`config.mk`:
```
export PLATFORM = sky130hd
export DESIGN_NAME = sp1_heap_alloc
export DESIGN_NICKNAME = d
export VERILOG_FILES = /design/src/rtl/sp1_heap_alloc.sv
export SDC_FILE = /design/constraint.sdc
export NUM_CORES = 1
export LEC_CHECK = 0
export ABC_AREA = 1
export BUFFER_PORTS_ARGS = -buffer_cell sky130_fd_sc_hd__buf_2
export CORE_ASPECT_RATIO = 0.6
export CORE_MARGIN = 8
export CORE_UTILIZATION = 59
export CTS_BUF_LIST = sky130_fd_sc_hd__clkbuf_8
export DETAILED_ROUTE_END_ITERATION = 10
export PLACE_DENSITY = 0.92
export SLEW_MARGIN = 20
export SYNTH_ARGS = -nofsm -noshare
export SYNTH_HDL_FRONTEND = slang
export SYNTH_SLANG_ARGS = --single-unit
```
`constraint.sdc`:
```
create_clock -name clk -period 9.8 [get_ports clk]
set_input_delay 1.96 -clock clk [delete_from_list [all_inputs] [get_ports clk]]
set_output_delay 1.96 -clock clk [all_outputs]
set_load 0.02 [all_outputs]
```
`src/rtl/sp1_heap_alloc.sv`:
```
// Heap-allocation unit for the STG evaluator: hands out the current Hp as the
// base of an N-word block, then bumps Hp. If the block would cross HpLim, or
// Hp + N would wrap, the request fails and the sticky overflow flag is raised
// so that the sequencer can start GC.

// AW-bit adder that also returns the carry-out.
module sp1_adder #(
  parameter int W = 32
) (
  input  logic [W-1:0] a_i,
  input  logic [W-1:0] b_i,
  output logic [W-1:0] sum_o,
  output logic         carry_o
);
  assign {carry_o, sum_o} = a_i + b_i;
endmodule

// Unsigned a > b.
module sp1_comp_gt #(
  parameter int W = 32
) (
  input  logic [W-1:0] a_i,
  input  logic [W-1:0] b_i,
  output logic         gt_o
);
  assign gt_o = (a_i > b_i);
endmodule

module sp1_heap_alloc #(
  parameter int          AW       = 32,
  parameter int          NW       = 8,
  parameter logic [AW-1:0] HP_INIT  = '0,
  parameter logic [AW-1:0] LIM_INIT = {AW{1'b1}}
) (
  input  logic          clk,
  input  logic          rst,
  input  logic          req_valid,
  input  logic [NW-1:0] req_size,
  output logic          req_ready,
  output logic          rsp_valid,
  output logic [AW-1:0] rsp_base,
  output logic          rsp_ovf,
  input  logic          rsp_ready,
  input  logic          hp_set,
  input  logic [AW-1:0] hp_set_val,
  input  logic          lim_set,
  input  logic [AW-1:0] lim_set_val,
  output logic [AW-1:0] hp,
  output logic [AW-1:0] hplim,
  output logic          ovf_flag,
  output logic          busy
);

  localparam logic [1:0] IDLE = 2'd0;
  localparam logic [1:0] CALC = 2'd1;
  localparam logic [1:0] RESP = 2'd2;

  logic [1:0]    state_q, state_d;
  logic [AW-1:0] hp_q, hp_d;
  logic [AW-1:0] lim_q, lim_d;
  logic [NW-1:0] size_q, size_d;
  logic [AW-1:0] base_q, base_d;
  logic          rovf_q, rovf_d;
  logic          flag_q, flag_d;

  logic [AW-1:0] size_ext;
  logic [AW-1:0] end_addr;
  logic          carry;
  logic          past_lim;
  logic          ovf;

  assign size_ext = {{(AW-NW){1'b0}}, size_q};

  sp1_adder #(.W(AW)) u_add (
    .a_i     (hp_q),
    .b_i     (size_ext),
    .sum_o   (end_addr),
    .carry_o (carry)
  );

  // HpLim is exclusive, so end == HpLim still fits.
  sp1_comp_gt #(.W(AW)) u_gt (
    .a_i  (end_addr),
    .b_i  (lim_q),
    .gt_o (past_lim)
  );

  // A carry-out always fails, so Hp can never wrap around.
  assign ovf = carry | past_lim;

  // Set commands win over requests, so a request is refused while one is up.
  assign req_ready = (state_q == IDLE) & ~hp_set & ~lim_set;
  assign rsp_valid = (state_q == RESP);
  assign rsp_base  = base_q;
  assign rsp_ovf   = rovf_q;
  assign hp        = hp_q;
  assign hplim     = lim_q;
  assign ovf_flag  = flag_q;
  assign busy      = (state_q != IDLE);

  // Next-state logic for the IDLE -> CALC -> RESP handshake.
  always_comb begin
    state_d = state_q;
    hp_d    = hp_q;
    lim_d   = lim_q;
    size_d  = size_q;
    base_d  = base_q;
    rovf_d  = rovf_q;
    flag_d  = flag_q;
    case (state_q)
      IDLE: begin
        if (hp_set) begin
          hp_d   = hp_set_val;
          flag_d = 1'b0;
        end
        if (lim_set) lim_d = lim_set_val;
        if (req_valid && req_ready) begin
          size_d  = req_size;
          state_d = CALC;
        end
      end
      CALC: begin
        base_d = hp_q;
        rovf_d = ovf;
        if (ovf) flag_d = 1'b1;
        else     hp_d   = end_addr;
        state_d = RESP;
      end
      RESP: begin
        if (rsp_ready) state_d = IDLE;
      end
      default: state_d = IDLE;
    endcase
  end

  // State registers; reset drops any in-flight request without responding.
  always_ff @(posedge clk) begin
    if (rst) begin
      state_q <= IDLE;
      hp_q    <= HP_INIT;
      lim_q   <= LIM_INIT;
      size_q  <= '0;
      base_q  <= '0;
      rovf_q  <= 1'b0;
      flag_q  <= 1'b0;
    end else begin
      state_q <= state_d;
      hp_q    <= hp_d;
      lim_q   <= lim_d;
      size_q  <= size_d;
      base_q  <= base_d;
      rovf_q  <= rovf_d;
      flag_q  <= flag_d;
    end
  end

endmodule
```
# --- Word level (Yosys, flattened, before mapping) ---
# Cells that the tools add are included.
# Widths: inputs -> output; s select.
classes:
  addsub: 1
  n_lt_le_gt_ge: 1
  n_eq_ne: 7
  n_mux: 9
  n_bitwise: 5
  n_reduce_logical: 9
op_table:
  columns: ["operator", "count"]
  rows:
  - ["$mux 32", 2]
  - ["$pmux 32 s2", 1]
  - ["$add 32x8->33", 1]
  - ["$gt 32x32->1", 1]
  - ["$ne 2x2->1 const B", 3]
  - ["$pmux 2 s3", 1]
  - ["$reduce_and 2->1", 3]
  - ["$reduce_and 3->1", 2]
  - ["$mux 2", 2]
  - ["$ne 2x1->1 const B", 2]
  - ["$reduce_bool 2->1", 2]
  - ["$and 1x1->1", 2]
  - ["$eq 2x1->1 const B", 1]
  - ["$eq 2x2->1 const B", 1]
  - ["$logic_not 2->1", 1]
  - ["$mux 1", 2]
  - ["$not 1->1", 2]
  - ["$pmux 1 s2", 1]
  - ["$logic_and 1x1->1", 1]
  - ["$or 1x1->1", 1]
totals:
  register_bits: 108
  output_inout_bits: 101

# --- Depth between registers and ports, before layout ---
depth:
  word_depth: 6
  depth_mapped: 29

# --- By module ---
# A second synthesis with hierarchy kept.
unflattened:
  cells_unflattened: 1283
  area_unflattened_um2: 7791.2
modules_own_cells:
  columns: ["mod", "instances", "cells_per_inst", "area_per_inst_um2", "seq_area_each_um2"]
  rows:
  - ["sp1_heap_alloc", 1, 638, 4484.3, 2162.1]
  - ["sp1_adder", 1, 505, 2423.6, 0.0]
  - ["sp1_comp_gt", 1, 140, 883.3, 0.0]

# --- Worst setup path before layout ---
# No wires, ideal clock.
synth_path:
  path_type: "input to output"
  start: "input hp_set"
  end: "output req_ready"
  arrival_ns: 2.523
  t_required_ns: 7.840
  slack_ns: 5.317
  path_stages: 1
  n_path_buf: 0
  cell_sequence: "nor3_2"
synth_between:
  elab_chain_len: 3
synth_rtl:
  columns: ["item", "line", "rtl"]
  rows:
  - ["start, declared", "44", "input logic hp_set,"]
  - ["$not 1->1", "92", "assign req_ready = (state_q == IDLE) & ~hp_set & ~lim_set;"]
  - ["$and 1x1->1 (2 in series)", "92", null]
  - ["end, declared", "39", "output logic req_ready,"]
# No other way between the ends.

# --- Final worst setup path ---
# Ends and elaborated chain as after synthesis.

==> flow_summary.yaml <==
sta:
  finalCritPeriodShare_pct: 48.8
  skew_ns: 0.0145
  final_hold_viol_count: 0
  clock.fmax_mhz: 209
  fin_crit_ns: 4.78
  setup_violations: 0
  timing.hold.ws_ns: 0.476
  tightestPinTransition_ns: 0.938
  fin_tns_setup_ns: 0
  rsz0062_at_grt: "no"
  slew_headroom_pct: 37.4
  slew_viol_final: 0
clock_network:
  clk_pin_slew_ns: 0.11
  cts_hold_buffers: 0
  post_cts_buffers: 0
  htree_num_levels: 3
  cts_max_path_buffers: 2
  cts_buffers: 9
  cts.sinks: 108
  cts.repair.resized: 0
  cts_tree: "built"
  cts_root_buf: "clkbuf_8"
  insertion_delay_ns: 0.39
logic_synthesis:
  syn_area_um2: 6390
  avgSynthCellArea_um2: 6.60
  synthDistinctLibCells: 35
  synthTopCellsByArea: "dfxtp_1 34%, nand2_1 17%, ha_1 7.8%, a21oi_1 7.0%, nand3_1 6.4%"
  synth_nets: 1088
  synth_top_flop_cell: "dfxtp_1"
  synth_seq_cells: 108
  synth_top_area_share_pct: 33.8
  yosysWarnings: 0
  async_flop_share_pct: 0
  synth_top_area_cell: "dfxtp_1"
  synth-edff-count: 0
  synthCells: 969
  seq_area_frac_synth_pct: 33.8
floorplanning:
  ios: 179
  die_area_um2: 14500
  die_h_um: 96.6
  start_util_pct: 60.5
  die_w_um: 150
  row_count: 29
  coreArea_um2: 10600
pwr:
  clkPwrFrac_pct: 28.8
  seqPwrFrac_pct: 47.5
  ir_drop_v: 0.000103
  p_leak_uw: 0.00414
  swShare_pct: 33.8
  powerDensity_nw_per_um2: 138
  power_uw: 1040
  p_int_uw: 685
  comb_power_share_pct: 23.8
  switching_power_uw: 351
finish:
  areaGrowthSynthToFinish_pct: 17.1
  nFillCells: 934
  finalCoreUtilization_pct: 70.9
  layout-drive-gt1-share_pct: 19.0
  multi_input_area_um2: 3580
  final_nets: 1234
  regArea_um2: 2160
  final_cell_count_no_fill: 1260
critical_path:
  criticalPathCategory: "in2out"
  cp_slowest_cell: "nor3_2"
  worst-path-max-fanout: 10
  slowest_delay_ns: 0.47
  path_buf_inv: 2
  arrival_ns: 2.82
  cp-end-kind: "output pin"
  critical_path_depth: 3
  start_kind: "primary input"
  crit_chain: "buf_2, nor3_2, buf_2"
  crit_top_cell: "buf_2"
  cp.required_ns: 7.84
  critPathTopFamily: "simple AND/OR/NAND/NOR gates"
  worstRegToRegCells: 24
detailed_routing:
  drc: 0
  via_per_inst: 5.51
  vias: 6943
  drt_iter0_markers: 751
  ant_nets: 0
  wirelength_um: 20300
  detail_route.wl_per_cell_um: 16.1
  first_pass_iters: 5
global_route:
  grt_max_degree: 93
  grtUsageTotal_pct: 27.2
  antenna_found_initial: 1
  grt_pass1_vias: 6312
  grt_overflow: 0
  grt_pass1_wl_um: 32200
placed_design:
  gp_congestion: 0.998
  post-dp-hpwl_um: 15600
  place_inst: 1243
  port_buffers: 178
hold_path:
  hold_class: "reg2reg"
  hold_depth: 2
status:
  status: "complete, no violations"
run:
  cap_viol_max_count: 0
## final cells by class
type                    instances  area share (%)
multi-input cells             699            47.8
flip-flops and latches        108            28.9
inverters                     115            5.76
clock buffers                  11            2.02
diodes                          1          0.0334
repair buffers                182            12.3
well taps                     139            2.32
clock inverters                 5           0.852
## per-stage QoR
step,area [um2],setup WS (ns)
2_1_floorplan,6390,5.32
3_3_place_gp,7270,5.08
3_5_place_dp,7270,5.05
4_1_cts,7480,5.06
5_1_grt,7490,4.94
6_report,7490,5.02
## final timing paths
kind / slack, ns / from / end
worst max-delay path: 5.02 / hp_set / req_ready
worst min-delay path: 0.48 / ovf_flag / ovf_flag
worst max register to register: 5.36 / hp[0] / hp[21]
worst min register to register: 0.48 / ovf_flag / ovf_flag
## synthesized netlist by cell type (2+ instances only)
cell type / n
clkbuf_1: 31
nor3_1: 12
buf_6: 6
nor2_1: 64
o21ai_1: 4
ha_1: 40
dfxtp_1: 108
xor2_1: 8
buf_2: 5
nand2_2: 2
o21ai_0: 46
a21o_1: 2
a21oi_1: 89
inv_2: 6
and2_1: 10
o211ai_1: 32
nor4_1: 2
nand2_1: 285
buf_1: 4
nand3_1: 82
nand4_1: 10
inv_1: 108
## cells by family after synthesis
group | count (synthesis) | share of synthesized area [%]
compound gates | 177 | 15.4
fa+ha+maj | 41 | 8.14
simple gates | 472 | 31.0
buf+inv | 162 | 10.4
xor+xnor | 9 | 1.23
flops | 108 | 33.8
## routing by layer
| layer | up-vias | part of all wire [%] | track usage, % |
|---|---|---|---|
| met3 | 23 | 14 | 10.1 |
| met4 | 0 | 1.3 | 6.73 |
| met1 | 3081 | 44 | 38.5 |
| met2 | 406 | 40 | 37.6 |
| met5 | - | 0 | 0 |
| li1 | 3433 | - | - |
## power groups by stage
stage	logic, uW	clock network (uW)	registers (uW)
CTS	244	300	491
finish	246	298	492
detailed placement	243	0	501
floorplan	130	0	530
global route	274	314	496
global placement	236	0	500
## tightest hold or removal path: stages (launching register included)
cell and delay, ns:
dfxtp_1 0.32, nand2_1 0.06, a21oi_1 0.06
## state kept, by name, indices dropped and copies added (netlist names)
register / count
rsp_base: 32
hplim: 32
ovf_flag: 1
rsp_ovf: 1
state_q: 2
size_q: 8
hp: 32
## placed cells by master (no fill, tap or decap), types with 2 or more instances in the layout
cell      instances
inv_2             7
and2_1           10
nor4_1            2
nand2_2           2
ha_1             40
nor3_1           12
nor2_1           63
clkbuf_8         11
nand3_1          82
inv_6             3
a21o_1            2
o21ai_1           4
o21ai_0          46
nand4_1          10
inv_1           108
a21oi_1          89
xor2_1            8
dfxtp_1         108
o211ai_1         32
buf_4             4
nand2_1         284
buf_2           178
No activity file was read; power rests on OpenSTA's default activity.
